--- src/rtl/regfile_write_arbiter.sv ---
// Round-robin arbiter for the single register-file write port.
// Grants at most one valid requester per cycle, registers the granted
// address/data and a one-hot register select, and drops (and counts)
// requests whose destination address is 0 or 15.
module regfile_write_arbiter #(
  parameter int unsigned NREQ   = 3,
  parameter int unsigned DATA_W = 8
) (
  input  logic                   clk,
  input  logic                   rst_n,
  input  logic [NREQ-1:0]        req_valid,
  input  logic [4*NREQ-1:0]      req_addr,
  input  logic [DATA_W*NREQ-1:0] req_data,
  input  logic                   rf_stall,
  output logic [NREQ-1:0]        req_ready,
  output logic                   wr_en,
  output logic [3:0]             wr_addr,
  output logic [13:0]            wr_sel,
  output logic [DATA_W-1:0]      wr_data,
  output logic                   addr_err,
  output logic [7:0]             err_cnt
);

  localparam int unsigned PW = (NREQ > 1) ? $clog2(NREQ) : 1;

  logic [PW-1:0]     ptr;
  logic [PW-1:0]     ptr_nxt;
  logic [PW-1:0]     gnt_idx;
  logic [PW:0]       cand;
  logic              found;
  logic [3:0]        gnt_addr;
  logic [DATA_W-1:0] gnt_data;
  logic              addr_ok;

  logic [3:0]        addr_arr [NREQ];
  logic [DATA_W-1:0] data_arr [NREQ];

  for (genvar g = 0; g < NREQ; g++) begin : g_unpack
    assign addr_arr[g] = req_addr[4*g +: 4];
    assign data_arr[g] = req_data[DATA_W*g +: DATA_W];
  end

  // Round-robin search starting at ptr; the candidate index wraps modulo NREQ
  always_comb begin
    found   = 1'b0;
    gnt_idx = '0;
    cand    = '0;
    for (int unsigned k = 0; k < NREQ; k++) begin
      cand = {1'b0, ptr} + (PW+1)'(k);
      if (cand >= (PW+1)'(NREQ)) begin
        cand = cand - (PW+1)'(NREQ);
      end
      if (!rf_stall && !found && req_valid[cand[PW-1:0]]) begin
        found   = 1'b1;
        gnt_idx = cand[PW-1:0];
      end
    end
  end

  // One-hot ready, granted payload and next pointer value
  always_comb begin
    req_ready = '0;
    for (int unsigned i = 0; i < NREQ; i++) begin
      req_ready[i] = found && (gnt_idx == PW'(i));
    end
    gnt_addr = addr_arr[gnt_idx];
    gnt_data = data_arr[gnt_idx];
    addr_ok  = (gnt_addr != 4'd0) && (gnt_addr != 4'hF);
    ptr_nxt  = (gnt_idx == PW'(NREQ-1)) ? '0 : gnt_idx + PW'(1);
  end

  // Pointer advance, registered write port and error accounting
  always_ff @(posedge clk or negedge rst_n) begin
    if (!rst_n) begin
      ptr      <= '0;
      wr_en    <= 1'b0;
      wr_addr  <= '0;
      wr_sel   <= '0;
      wr_data  <= '0;
      addr_err <= 1'b0;
      err_cnt  <= '0;
    end else begin
      wr_en    <= 1'b0;
      wr_sel   <= '0;
      addr_err <= 1'b0;
      if (found) begin
        ptr <= ptr_nxt;
        if (addr_ok) begin
          wr_en   <= 1'b1;
          wr_addr <= gnt_addr;
          wr_sel  <= 14'd1 << (gnt_addr - 4'd1);
          wr_data <= gnt_data;
        end else begin
          addr_err <= 1'b1;
          if (err_cnt != 8'hFF) begin
            err_cnt <= err_cnt + 8'd1;
          end
        end
      end
    end
  end

endmodule

--- config.mk ---
export PLATFORM = sky130hd
export DESIGN_NAME = regfile_write_arbiter
export DESIGN_NICKNAME = d
export VERILOG_FILES = /design/src/rtl/regfile_write_arbiter.sv
export SDC_FILE = /design/constraint.sdc
export NUM_CORES = 1
export LEC_CHECK = 0
export CAP_MARGIN = 0
export CORE_ASPECT_RATIO = 1.5
export CORE_MARGIN = 5
export CORE_UTILIZATION = 40
export DETAILED_ROUTE_END_ITERATION = 8
export PLACE_DENSITY = 0.76
export SYNTH_ARGS = -nofsm -noshare
export SYNTH_HDL_FRONTEND = slang
export SYNTH_SLANG_ARGS = --single-unit
--- constraint.sdc ---
create_clock -name clk -period 5.83 [get_ports clk]
set_input_delay 1.166 -clock clk [delete_from_list [all_inputs] [get_ports clk]]
set_output_delay 1.166 -clock clk [all_outputs]
set_load 0.005 [all_outputs]
==> load_flow_metrics.sql <==
INSERT INTO impl_metrics (metric_group, metric, value, unit) VALUES
('clock_network', 'clock_tree.buffer_depth', '2', ''),
('clock_network', 'ctsHtreeMaxLevel', '2', ''),
('place', 'numPortBuffers', '80', ''),
('critical_path', 'rr_worst_depth', '11', ''),
('global_routing', 'grt_max_degree', '39', ''),
('critical_path', 'crit_slowest_cell', 'sky130_fd_sc_hd__clkdlybuf4s50_1', ''),
('finish', 'layout.core_utilization', '60.7', '%'),
('finish', 'postLayoutCellArea', '0.00290', 'sq mm'),
('synth', 'synth_fp_nets', '228', ''),
('clock_network', 'clkTransAtPathRegs', '0.07', 'ns'),
('critical_path', 'endpoint', 'req_ready[0]', ''),
('critical_path', 'cp_data_arrival_time', '3.30', 'ns'),
('finish', 'antenna-diode-count', '0', ''),
('hold_path', 'min-delay-path-class', 'flop to flop', ''),
('sta', 'setup_viol', '0', ''),
('synth', 'yosysWarnings', '0', ''),
('detailed_routing', 'drc_errors', '0', ''),
('place', 'dp_slack', '1.20', 'ns'),
('finish', 'layout.filler_cells', '400', ''),
('critical_path', 'worstPathRequired', '4.66', 'ns'),
('critical_path', 'critical_path_s_most_frequent_cell', 'sky130_fd_sc_hd__clkdlybuf4s50_1', ''),
('clock_network', 'post_cts_buffers', '0', ''),
('synth', 'netlist-cell-type-count', '42', ''),
('floorplan', 'y_dimension_of_the_die', '95.3', 'microns'),
('clock_network', 'cts.sinks', '38', ''),
('floorplan', 'area_of_the_core', '0.00477', 'sq mm'),
('detailed_routing', 'vias_per_cell', '4.98', ''),
('synth', 'synth.yosys.seq_area_share', '49.0', '%'),
('floorplan', 'fp_rows', '31', ''),
('run_status', 'outcome', 'finished, final reports clean', ''),
('global_routing', 'grt_pass1_vias', '1690', ''),
('global_routing', 'antenna_found_initial', '0', ''),
('critical_path', 'critical-path-top-delay-family', 'buffers and inverters', ''),
('clock_network', 'cts_tree', 'built', ''),
('sta', 'grt_setup_unrepaired', 'no', ''),
('power_and_ir_drop', 'power_per_cell_area', '437', 'mW/mm^2'),
('critical_path', 'reg2reg_slack', '1.99', 'ns'),
('synth', 'synth-seq-cells', '38', ''),
('sta', 'period_minus_slack', '4.47', 'ns'),
('detailed_routing', 'drtAntennaViolNets', '0', ''),
('sta', 'report.final.hold_viol_count', '0', ''),
('detailed_routing', 'firstDrtPassIters', '5', ''),
('critical_path', 'start_kind', 'primary input', ''),
('sta', 'finClkSkew', '0.00482', 'ns'),
('critical_path', 'worstSetupPathDepth', '7', ''),
('clock_network', 'holdBufCountCts', '0', ''),
('flow_run', 'max-cap-violations', '0', ''),
('sta', 'timing.final.ws_setup', '1.36', 'ns'),
('power_and_ir_drop', 'finalPower', '1.27', 'mW'),
('floorplan', 'die_area', '0.00637', 'sq mm'),
('global_routing', 'total_congestion_overflow_after_global_routing', '0', ''),
('place', 'finalWeightedCongestion', '0.828', ''),
('sta', 'timing.max_slew.rel_slack', '45.3', '%'),
('critical_path', 'rr_startpoint', 'ptr[0]', ''),
('floorplan', 'initial_utilization', '40.7', '%'),
('clock_network', 'clock-root-buffer', 'sky130_fd_sc_hd__clkbuf_8', ''),
('power_and_ir_drop', 'power.leakage', '1.26', 'nW'),
('critical_path', 'critPathKind', 'primary input to output port', ''),
('sta', 'hold-worst-slack', '0.511', 'ns'),
('global_routing', 'grt.total_usage', '15.8', '%'),
('sta', 'maxSlewViolCount', '0', ''),
('detailed_routing', 'wl_per_cell', '14.2', 'microns'),
('place', 'placed_cells_incl_taps', '321', ''),
('critical_path', 'crit_buf_inv', '3', ''),
('global_routing', 'grt_first_pass_wirelength', '7670', 'microns'),
('sta', 'timing.final.crit_share', '76.7', '%'),
('clock_network', 'tritoncts.num_buffers', '5', ''),
('synth', 'count_of_mapped_cells_out_of_synthesis', '182', ''),
('power_and_ir_drop', 'vdd_ir_drop_max', '0.224', 'mV'),
('critical_path', 'crit_chain', 'clkdlybuf4s50_1, mux2i_1, o21ai_2, o31ai_2, buf_4, nor3_1, clkdlybuf4s50_1', ''),
('finish', 'num-nets-final', '308', '');
## synth_stat cells (2+ instances only)
| library cell | n | share of area, % |
|---|---|---|
| sky130_fd_sc_hd__o21ai_0 | 3 | 0.77 |
| sky130_fd_sc_hd__mux2_2 | 14 | 8.1 |
| sky130_fd_sc_hd__dfrtp_1 | 38 | 49 |
| sky130_fd_sc_hd__clkbuf_1 | 3 | 0.58 |
| sky130_fd_sc_hd__nor4_1 | 3 | 0.97 |
| sky130_fd_sc_hd__buf_6 | 2 | 1.2 |
| sky130_fd_sc_hd__nand2b_1 | 4 | 1.3 |
| sky130_fd_sc_hd__a21o_1 | 4 | 1.5 |
| sky130_fd_sc_hd__nand3_1 | 5 | 1.3 |
| sky130_fd_sc_hd__nor3_1 | 3 | 0.77 |
| sky130_fd_sc_hd__nand2_1 | 24 | 4.6 |
| sky130_fd_sc_hd__a221o_1 | 2 | 1.0 |
| sky130_fd_sc_hd__xor2_1 | 5 | 2.3 |
| sky130_fd_sc_hd__nand4_1 | 3 | 0.97 |
| sky130_fd_sc_hd__nand3b_1 | 3 | 1.2 |
| sky130_fd_sc_hd__ha_1 | 4 | 2.6 |
| sky130_fd_sc_hd__a22oi_1 | 8 | 3.1 |
| sky130_fd_sc_hd__nor2_1 | 18 | 3.5 |
| sky130_fd_sc_hd__a22o_1 | 2 | 0.90 |
| sky130_fd_sc_hd__mux2i_1 | 3 | 1.5 |
| sky130_fd_sc_hd__inv_1 | 6 | 1.2 |
| sky130_fd_sc_hd__and3_1 | 2 | 0.64 |
| sky130_fd_sc_hd__and2_1 | 2 | 0.64 |
| sky130_fd_sc_hd__nor2b_1 | 3 | 0.97 |
## routing by layer
| metal | global-route usage, % | vias up | wire length [microns] |
|---|---|---|---|
| met5 | 0 | - | 0 |
| met1 | 16.9 | 769 | 1680 |
| met4 | 5.58 | 0 | 97 |
| li1 | - | 797 | - |
| met2 | 28.4 | 64 | 2440 |
| met3 | 5.31 | 7 | 459 |
## final cells by class
type / count / area (sq um) / area share [%]
repair buffers: 81 / 803 / 27.7
well taps: 66 / 82.6 / 2.85
clock inverters: 3 / 45.0 / 1.56
multi-input cells: 130 / 922 / 31.8
flip-flops and latches: 38 / 951 / 32.8
clock buffers: 5 / 68.8 / 2.38
inverters: 6 / 22.5 / 0.778
## flip-flops by register name (all words and copies together) (netlist names)
signal / count
err_cnt: 8
wr_data: 8
ptr: 2
addr_err: 1
wr_en: 1
wr_addr: 4
wr_sel: 14
## how the worst min path moves through the flow
| stage | start | end |
|---|---|---|
| floorplan | ptr[1] | ptr[1] |
| global placement | wr_data[7] | wr_data[7] |
| detailed placement | wr_addr[0] | wr_addr[0] |
| CTS | wr_addr[0] | wr_addr[0] |
| global route | wr_data[1] | wr_data[1] |
| finish | wr_data[2] | wr_data[2] |
## placed cells by master, fill, tap and decap left out, types with 4 or more instances in the layout
cell type                         count
sky130_fd_sc_hd__inv_1                6
sky130_fd_sc_hd__nand2_1             24
sky130_fd_sc_hd__clkdlybuf4s50_1     79
sky130_fd_sc_hd__a22oi_1              8
sky130_fd_sc_hd__ha_1                 4
sky130_fd_sc_hd__nand3_1              5
sky130_fd_sc_hd__nor2_1              18
sky130_fd_sc_hd__a21o_1               4
sky130_fd_sc_hd__nand2b_1             4
sky130_fd_sc_hd__clkbuf_8             5
sky130_fd_sc_hd__mux2_2              14
sky130_fd_sc_hd__dfrtp_1             38
sky130_fd_sc_hd__xor2_1               5
## report_power, final
part / switching [mW] / internal, mW / total, mW / leakage, nW
Clock: 0.0956 / 0.127 / 0.223 / 0.0504
Combinational: 0.300 / 0.347 / 0.647 / 0.720
Sequential: 0.0497 / 0.346 / 0.396 / 0.494
## cells by family after synthesis
family | Yosys count | synth area share [%]
mux | 17 | 9.67
compound gates | 28 | 12.6
flops | 38 | 49.0
xor+xnor | 6 | 3.09
fa+ha+maj | 4 | 2.58
simple gates | 75 | 19.3
buf+inv | 14 | 3.74
Power figures use the tool's default switching activity.
